$ cat config.mk
export PLATFORM = sky130hd
export DESIGN_NAME = gamepad_cursor_ctrl_flat
export DESIGN_NICKNAME = d
export VERILOG_FILES = /design/src/rtl/gamepad_cursor_ctrl_pkg.sv /design/src/rtl/gamepad_cursor_ctrl_if.sv /design/src/rtl/gamepad_cursor_ctrl_autorepeat.sv /design/src/rtl/gamepad_cursor_ctrl.sv /design/src/flat_wrapper.sv
export SDC_FILE = /design/constraint.sdc
export NUM_CORES = 1
export LEC_CHECK = 0
export BUFFER_PORTS_ARGS = -buffer_cell sky130_fd_sc_hd__buf_2
export CORE_MARGIN = 10
export CORE_UTILIZATION = 45
export CTS_BUF_LIST = sky130_fd_sc_hd__clkbuf_4
export CTS_CLUSTER_SIZE = 10
export DETAILED_ROUTE_END_ITERATION = 12
export PLACE_DENSITY = 0.62
export SKIP_CTS_REPAIR_TIMING = 1
export SLEW_MARGIN = 20
export SYNTH_ARGS = -nofsm -noshare
export SYNTH_HDL_FRONTEND = slang
export SYNTH_HIERARCHICAL = 1
export SYNTH_SLANG_ARGS = --single-unit
$ cat constraint.sdc
create_clock -name clk -period 5.4 [get_ports clk]
set_clock_uncertainty 0.15 [all_clocks]
set_input_delay 0.81 -clock clk [delete_from_list [all_inputs] [get_ports clk]]
set_output_delay 0.81 -clock clk [all_outputs]
set_load 0.05 [all_outputs]
$ cat src/rtl/gamepad_cursor_ctrl_pkg.sv
// Shared types and default constants for the gamepad cursor block.
// Holds FSM state encodings, the direction bundle and the clamp helper.
package gamepad_cursor_ctrl_pkg;

    localparam int DEF_H_RES        = 640;
    localparam int DEF_V_RES        = 480;
    localparam int DEF_CURSOR_SIZE  = 8;
    localparam int DEF_STEP         = 1;
    localparam int DEF_FAST_STEP    = 4;
    localparam int DEF_REPEAT_DELAY = 15;
    localparam int DEF_REPEAT_RATE  = 3;

    typedef enum logic [1:0] {
        IDLE   = 2'd0,
        DELAY  = 2'd1,
        REPEAT = 2'd2
    } rpt_state_t;

    typedef struct packed {
        logic up;
        logic down;
        logic left;
        logic right;
    } dir_t;

    // Saturate a signed candidate position into [0, hi].
    function automatic logic [9:0] clamp_pos(
        input logic signed [10:0] v,
        input logic [9:0]         hi
    );
        logic signed [10:0] hs;
        hs = $signed({1'b0, hi});
        if (v < 11'sd0)
            clamp_pos = '0;
        else if (v > hs)
            clamp_pos = hi;
        else
            clamp_pos = v[9:0];
    endfunction

endpackage

$ cat src/rtl/gamepad_cursor_ctrl_if.sv
// Bus between the PMOD/VGA parent and the cursor block.
// master: parent (drives tick, buttons, beam); slave: cursor block.
interface gamepad_cursor_ctrl_if;

    logic       frame_tick;
    logic       present;
    logic       btn_up;
    logic       btn_down;
    logic       btn_left;
    logic       btn_right;
    logic       btn_a;
    logic       btn_start;
    logic [9:0] pix_x;
    logic [9:0] pix_y;
    logic [9:0] cursor_x;
    logic [9:0] cursor_y;
    logic       cursor_on;

    modport master (
        output frame_tick, present,
        output btn_up, btn_down, btn_left, btn_right,
        output btn_a, btn_start,
        output pix_x, pix_y,
        input  cursor_x, cursor_y, cursor_on
    );

    modport slave (
        input  frame_tick, present,
        input  btn_up, btn_down, btn_left, btn_right,
        input  btn_a, btn_start,
        input  pix_x, pix_y,
        output cursor_x, cursor_y, cursor_on
    );

endinterface

$ cat src/rtl/gamepad_cursor_ctrl_autorepeat.sv
// Press-and-hold auto-repeat timer; advances only on tick.
// Ports: clk, rst_n (sync, low), tick, clear, dir in; move strobe out.
module autorepeat_timer
    import gamepad_cursor_ctrl_pkg::*;
#(
    parameter int DELAY_FRAMES = DEF_REPEAT_DELAY,
    parameter int RATE_FRAMES  = DEF_REPEAT_RATE
) (
    input  logic clk,
    input  logic rst_n,
    input  logic tick,
    input  logic clear,
    input  dir_t dir,
    output logic move
);

    localparam int MAXF = (DELAY_FRAMES > RATE_FRAMES)
                        ? DELAY_FRAMES : RATE_FRAMES;
    localparam int CW   = $clog2(MAXF + 1);
    localparam logic [CW-1:0] ONE = CW'(1);

    rpt_state_t    state, nxt_state;
    logic [CW-1:0] cnt, nxt_cnt;
    dir_t          dir_q, nxt_dir;

    // move is Mealy so the position register lands one cycle after tick.
    always_comb begin
        nxt_state = state;
        nxt_cnt   = cnt;
        nxt_dir   = dir_q;
        move      = 1'b0;
        if (clear) begin
            nxt_state = IDLE;
            nxt_cnt   = '0;
            nxt_dir   = '0;
        end else if (tick) begin
            nxt_dir = dir;
            unique case (state)
                IDLE: begin
                    if (dir != '0) begin
                        move      = 1'b1;
                        nxt_state = DELAY;
                        nxt_cnt   = ONE;
                    end
                end
                DELAY: begin
                    if (dir == '0) begin
                        nxt_state = IDLE;
                        nxt_cnt   = '0;
                    end else if (dir != dir_q) begin
                        move    = 1'b1;
                        nxt_cnt = ONE;
                    end else if (cnt == CW'(DELAY_FRAMES)) begin
                        move      = 1'b1;
                        nxt_state = REPEAT;
                        nxt_cnt   = ONE;
                    end else begin
                        nxt_cnt = cnt + ONE;
                    end
                end
                REPEAT: begin
                    if (dir == '0) begin
                        nxt_state = IDLE;
                        nxt_cnt   = '0;
                    end else if (dir != dir_q) begin
                        move      = 1'b1;
                        nxt_state = DELAY;
                        nxt_cnt   = ONE;
                    end else if (cnt == CW'(RATE_FRAMES)) begin
                        move    = 1'b1;
                        nxt_cnt = ONE;
                    end else begin
                        nxt_cnt = cnt + ONE;
                    end
                end
                default: begin
                    nxt_state = IDLE;
                    nxt_cnt   = '0;
                end
            endcase
        end
    end

    always_ff @(posedge clk) begin
        if (!rst_n) begin
            state <= IDLE;
            cnt   <= '0;
            dir_q <= '0;
        end else begin
            state <= nxt_state;
            cnt   <= nxt_cnt;
            dir_q <= nxt_dir;
        end
    end

endmodule

$ cat src/rtl/gamepad_cursor_ctrl.sv
// Gamepad buttons -> clamped cursor position plus beam hit test.
// Ports: clk, rst_n (sync, low), bus (slave: tick/buttons/beam in, cursor out).
module gamepad_cursor_ctrl
    import gamepad_cursor_ctrl_pkg::*;
#(
    parameter int H_RES        = DEF_H_RES,
    parameter int V_RES        = DEF_V_RES,
    parameter int CURSOR_SIZE  = DEF_CURSOR_SIZE,
    parameter int STEP         = DEF_STEP,
    parameter int FAST_STEP    = DEF_FAST_STEP,
    parameter int REPEAT_DELAY = DEF_REPEAT_DELAY,
    parameter int REPEAT_RATE  = DEF_REPEAT_RATE
) (
    input logic            clk,
    input logic            rst_n,
    gamepad_cursor_ctrl_if.slave bus
);

    localparam logic [9:0] X_MAX = 10'(H_RES - CURSOR_SIZE);
    localparam logic [9:0] Y_MAX = 10'(V_RES - CURSOR_SIZE);
    localparam logic [9:0] X_MID = 10'((H_RES - CURSOR_SIZE) / 2);
    localparam logic [9:0] Y_MID = 10'((V_RES - CURSOR_SIZE) / 2);

    dir_t               dir;
    logic               fast;
    logic               start;
    logic               move;
    logic signed [10:0] step;
    logic signed [10:0] dx, dy;
    logic signed [10:0] nx, ny;
    logic [9:0]         cx_q, cy_q;
    logic [10:0]        x_end, y_end;

    // Absent controller reads as all released; opposing pairs cancel.
    always_comb begin
        dir.up    = bus.present & bus.btn_up   & ~bus.btn_down;
        dir.down  = bus.present & bus.btn_down & ~bus.btn_up;
        dir.left  = bus.present & bus.btn_left & ~bus.btn_right;
        dir.right = bus.present & bus.btn_right & ~bus.btn_left;
    end

    assign fast  = bus.present & bus.btn_a;
    assign start = bus.frame_tick & bus.present & bus.btn_start;

    always_comb begin
        step = fast ? 11'(FAST_STEP) : 11'(STEP);
        dx   = '0;
        dy   = '0;
        if (dir.right) dx = step;
        if (dir.left)  dx = -step;
        if (dir.down)  dy = step;
        if (dir.up)    dy = -step;
        nx = $signed({1'b0, cx_q}) + dx;
        ny = $signed({1'b0, cy_q}) + dy;
    end

    autorepeat_timer #(
        .DELAY_FRAMES (REPEAT_DELAY),
        .RATE_FRAMES  (REPEAT_RATE)
    ) u_rpt (
        .clk   (clk),
        .rst_n (rst_n),
        .tick  (bus.frame_tick),
        .clear (start),
        .dir   (dir),
        .move  (move)
    );

    always_ff @(posedge clk) begin
        if (!rst_n) begin
            cx_q <= X_MID;
            cy_q <= Y_MID;
        end else if (start) begin
            cx_q <= X_MID;
            cy_q <= Y_MID;
        end else if (move) begin
            cx_q <= clamp_pos(nx, X_MAX);
            cy_q <= clamp_pos(ny, Y_MAX);
        end
    end

    // 11-bit ends so a cursor at the right edge cannot overflow.
    assign x_end = {1'b0, cx_q} + 11'(CURSOR_SIZE);
    assign y_end = {1'b0, cy_q} + 11'(CURSOR_SIZE);

    assign bus.cursor_x  = cx_q;
    assign bus.cursor_y  = cy_q;
    assign bus.cursor_on = (bus.pix_x >= cx_q)
                        && ({1'b0, bus.pix_x} < x_end)
                        && (bus.pix_y >= cy_q)
                        && ({1'b0, bus.pix_y} < y_end);

endmodule

$ cat src/flat_wrapper.sv
// flat-port wrapper written by rule: the top's interface ports become plain ports
module gamepad_cursor_ctrl_flat import gamepad_cursor_ctrl_pkg::*;
#(
    parameter int H_RES        = DEF_H_RES,
    parameter int V_RES        = DEF_V_RES,
    parameter int CURSOR_SIZE  = DEF_CURSOR_SIZE,
    parameter int STEP         = DEF_STEP,
    parameter int FAST_STEP    = DEF_FAST_STEP,
    parameter int REPEAT_DELAY = DEF_REPEAT_DELAY,
    parameter int REPEAT_RATE  = DEF_REPEAT_RATE
)
  (clk, rst_n, bus_frame_tick, bus_present, bus_btn_up, bus_btn_down, bus_btn_left, bus_btn_right, bus_btn_a, bus_btn_start, bus_pix_x, bus_pix_y, bus_cursor_x, bus_cursor_y, bus_cursor_on);
  gamepad_cursor_ctrl_if bus_i ();
  input logic clk;
  input logic rst_n;
  input wire logic [$bits(bus_i.frame_tick)-1:0] bus_frame_tick;
  input wire logic [$bits(bus_i.present)-1:0] bus_present;
  input wire logic [$bits(bus_i.btn_up)-1:0] bus_btn_up;
  input wire logic [$bits(bus_i.btn_down)-1:0] bus_btn_down;
  input wire logic [$bits(bus_i.btn_left)-1:0] bus_btn_left;
  input wire logic [$bits(bus_i.btn_right)-1:0] bus_btn_right;
  input wire logic [$bits(bus_i.btn_a)-1:0] bus_btn_a;
  input wire logic [$bits(bus_i.btn_start)-1:0] bus_btn_start;
  input wire logic [$bits(bus_i.pix_x)-1:0] bus_pix_x;
  input wire logic [$bits(bus_i.pix_y)-1:0] bus_pix_y;
  output wire logic [$bits(bus_i.cursor_x)-1:0] bus_cursor_x;
  output wire logic [$bits(bus_i.cursor_y)-1:0] bus_cursor_y;
  output wire logic [$bits(bus_i.cursor_on)-1:0] bus_cursor_on;
  assign bus_i.frame_tick = bus_frame_tick;
  assign bus_i.present = bus_present;
  assign bus_i.btn_up = bus_btn_up;
  assign bus_i.btn_down = bus_btn_down;
  assign bus_i.btn_left = bus_btn_left;
  assign bus_i.btn_right = bus_btn_right;
  assign bus_i.btn_a = bus_btn_a;
  assign bus_i.btn_start = bus_btn_start;
  assign bus_i.pix_x = bus_pix_x;
  assign bus_i.pix_y = bus_pix_y;
  assign bus_cursor_x = bus_i.cursor_x;
  assign bus_cursor_y = bus_i.cursor_y;
  assign bus_cursor_on = bus_i.cursor_on;
  gamepad_cursor_ctrl #(.H_RES(H_RES), .V_RES(V_RES), .CURSOR_SIZE(CURSOR_SIZE), .STEP(STEP), .FAST_STEP(FAST_STEP), .REPEAT_DELAY(REPEAT_DELAY), .REPEAT_RATE(REPEAT_RATE)) u_core (.clk(clk), .rst_n(rst_n), .bus(bus_i));
endmodule
==> impl_metrics.env <==
export IMPL_post_layout_total_power_uw=717
export IMPL_ys_dominant_reg_cell="sky130_fd_sc_hd__dfxtp_1"
export IMPL_first_iter_violations=193
export IMPL_layout_drive_gt1_share_pct=14.9
export IMPL_routabilityCongestion=0.851
export IMPL_synthesis_area_per_instance_um2=8.00
export IMPL_min_delay_path_class="flop to flop"
export IMPL_count_of_mapped_cells_out_of_synthesis=446
export IMPL_worst_hold_slack_ps=335
export IMPL_cp_cell_sequence="buf_2, nand2_1, or2_2, inv_1, xnor2_1, nand4_2, nand2b_1, nand2_1, a2111oi_2, inv_1, o41a_1, o211ai_1"
export IMPL_hpwl_after_detailed_placement_um=7810
export IMPL_max_cap_violations=0
export IMPL_effective_utilization_at_floorplan_pct=46.2
export IMPL_grt_pass1_vias=3346
export IMPL_clk_latency_ps=340
export IMPL_power_ir_vdd_worst_v=0.0000813
export IMPL_slew_headroom_pct=31.8
export IMPL_syn_std_cell_area_um2=3570
export IMPL_worstPathMaxFanout=12
export IMPL_synth_net_count=535
export IMPL_r2r_worst_path_cells=8
export IMPL_setup_repair_after_global_routing_missed_its_margin="false"
export IMPL_clock_tree_root_cell="sky130_fd_sc_hd__clkbuf_4"
export IMPL_count_of_unresolved_drc_violations_after_routing=0
export IMPL_globalRouteOverflowTotal=0
export IMPL_synth_top_cell_area_share_pct=20.0
export IMPL_clock_tree_from_tritoncts="done"
export IMPL_final_hold_viol_count=0
export IMPL_r2r_end="u_core/bus.cursor_x[3]"
export IMPL_dieWidth_um=109
export IMPL_synth_enable_flop_cells=0
export IMPL_final_antenna_net_count=0
export IMPL_setup_viol=0
export IMPL_pwr_density_cell_nw_per_um2=181
export IMPL_track_usage_pct=16.3
export IMPL_grt_antenna_before_repair=0
export IMPL_timing_final_max_slew_violations=0
export IMPL_crit_path_end="u_core/bus.cursor_x[3]"
export IMPL_outcome="finished, final reports clean"
export IMPL_power_leakage_nw=1.82
export IMPL_placeableCoreArea_um2=7730
export IMPL_synthMostInstantiatedCell="sky130_fd_sc_hd__ha_1"
export IMPL_worst_margin_slew_ps=1020
export IMPL_layout_area_overhead_vs_synth_pct=11.1
export IMPL_routed_via_density=5.65
export IMPL_wire_length_of_the_first_global_routing_pass_um=16000
export IMPL_post_route_util_pct=51.3
export IMPL_period_share_pct=73.4
export IMPL_design_die_area_um2=11900
export IMPL_fin_tns_setup_ps=0
export IMPL_numPlacedInstances=590
export IMPL_reg2reg_setup_slack_ps=2180
export IMPL_worst_setup_path_startpoint="bus_present"
export IMPL_grt_max_degree=16
export IMPL_max_clock_freq_mhz=252
export IMPL_cp_slowest_cell="sky130_fd_sc_hd__a2111oi_2"
export IMPL_synth_top_cells_by_area="sky130_fd_sc_hd__ha_1 20%, sky130_fd_sc_hd__dfxtp_1 17%, sky130_fd_sc_hd__xnor2_1 5.2%"
export IMPL_asyncSetResetFlopFracSynth_pct=0
export IMPL_die_height_um=109
export IMPL_finalNonFillerCells=598
export IMPL_yosysSeqAreaShare_pct=16.8
export IMPL_floorplan_io_pins=51
export IMPL_cts_sinks=30
export IMPL_num_antenna_cells=0
export IMPL_post_route_min_period_ps=3970
export IMPL_rows=32
export IMPL_synth_largest_area_cell="sky130_fd_sc_hd__ha_1"
export IMPL_cts_root_to_sink_buffers=2
export IMPL_inserted_clock_buffers=5
export IMPL_max_stage_delay_ps=930
export IMPL_ys_ff_latch=30
export IMPL_synthesis_yosys_warnings=6
export IMPL_worst_endpoint_arrival_ps=4060
export IMPL_firstDrtPassIters=4
export IMPL_cts_htree_levels=2
export IMPL_detail_route_wirelength_um=9460
export IMPL_detail_route_wl_per_cell_um=15.8
export IMPL_cp_data_required_time_ps=5500
export IMPL_vias=3379
export IMPL_crit_reg2reg_launch="u_core/u_rpt/cnt[0]"
export IMPL_cts_clk_slew_worst_paths_ps=110
export IMPL_worstSetupStartpointType="input port"
export IMPL_synth_distinct_cells=66
export IMPL_timing_worst_setup_path_type="input port to flop"
export IMPL_nets=584
export IMPL_synth_cells_most_frequent="57 x sky130_fd_sc_hd__ha_1, 45 x sky130_fd_sc_hd__nand2_1, 36 x sky130_fd_sc_hd__inv_1"
export IMPL_worstSetupEndpointType="flop"
export IMPL_port_buffers=50
[worst max-delay path: cells and delay by family]
| kind | cells | cell delay [ps] |
|---|---|---|
| compound gates | 3 | 1530 |
| xor+xnor | 1 | 150 |
| buf+inv | 3 | 820 |
| simple gates | 5 | 740 |
[metrics by stage]
stage                     setup WS (ps)  area [um^2]
after floorplan                    1040         3570
after detailed placement           1180         3920
final                              1430         3970
after global placement             1350         3920
after global routing               1210         3970
after CTS                          1440         3970
[layout by cell type, fill, tap and decap left out, drive strengths merged, types with 7 or more instances in the layout]
cell type / synthesis / final
ha: 57 / 57
buf: 3 / 51
nand2: 45 / 45
inv: 36 / 36
dfxtp: 30 / 30
o21ai: 24 / 24
a21oi: 22 / 22
xnor2: 21 / 21
nor2: 21 / 21
nand3: 17 / 17
nand2b: 14 / 14
nor3: 11 / 11
xor2: 10 / 10
a21o: 9 / 9
o31ai: 8 / 8
a211oi: 7 / 7
[worst min path at each step]
stage                        start             endpoint  slack (ps)  depth (start not counted)
2_1_floorplan  u_core/u_rpt/cnt[1]  u_core/u_rpt/cnt[1]         300                          2
3_3_place_gp   u_core/u_rpt/cnt[1]  u_core/u_rpt/cnt[1]         310                          2
3_5_place_dp   u_core/u_rpt/cnt[1]  u_core/u_rpt/cnt[1]         320                          2
4_1_cts        u_core/u_rpt/cnt[1]  u_core/u_rpt/cnt[1]         340                          2
5_1_grt        u_core/u_rpt/cnt[1]  u_core/u_rpt/cnt[1]         370                          2
6_report       u_core/u_rpt/cnt[1]  u_core/u_rpt/cnt[1]         340                          2
[metal layers]
metal | share of wire [%] | up-vias | routed length, um | global-route usage [%]
met5 | 0 | - | 0 | 0
met4 | 0.96 | 0 | 91 | 3.48
met3 | 4.7 | 9 | 446 | 2.71
met2 | 45 | 71 | 4250 | 26.9
met1 | 49 | 1548 | 4670 | 21.7
li1 | - | 1751 | - | -
[where the power goes]
group          internal (mW)  switching (mW)  total [mW]
registers              0.232          0.0199       0.252
clock network         0.0464          0.0829       0.129
logic                  0.132           0.204       0.336
[kinds of logic (layout without fill, tap and decap cells)]
| logic type | after synthesis | in the layout | share of synthesized area (%) |
|---|---|---|---|
| flip-flops | 30 | 30 | 16.8 |
| adder cells (fa/ha/maj) | 59 | 59 | 21.1 |
| buffers and inverters | 45 | 95 | 4.98 |
| multiplexers | 4 | 4 | 1.12 |
| AO/OA/AOI/OAI | 130 | 130 | 27.3 |
| AND/OR/NAND/NOR | 147 | 147 | 21.1 |
| XOR/XNOR | 31 | 31 | 7.61 |
[sequential cells by signal, summed over array words and instances, names as in the netlist]
| name | flops |
|---|---|
| u_core/bus.cursor_x | 10 |
| u_core/bus.cursor_y | 10 |
| u_core/u_rpt/cnt | 4 |
| u_core/u_rpt/dir_q | 4 |
| u_core/u_rpt/state | 2 |
[cell type report]
class / count / area [um^2]
clock buffers: 5 / 37.5
multi-input cells: 371 / 2800
well taps: 102 / 128
repair buffers: 51 / 258
fillers: 809 / 3760
clock inverters: 3 / 11.3
flip-flops and latches: 30 / 601
inverters: 36 / 135
(Power assumes the default switching activity.)
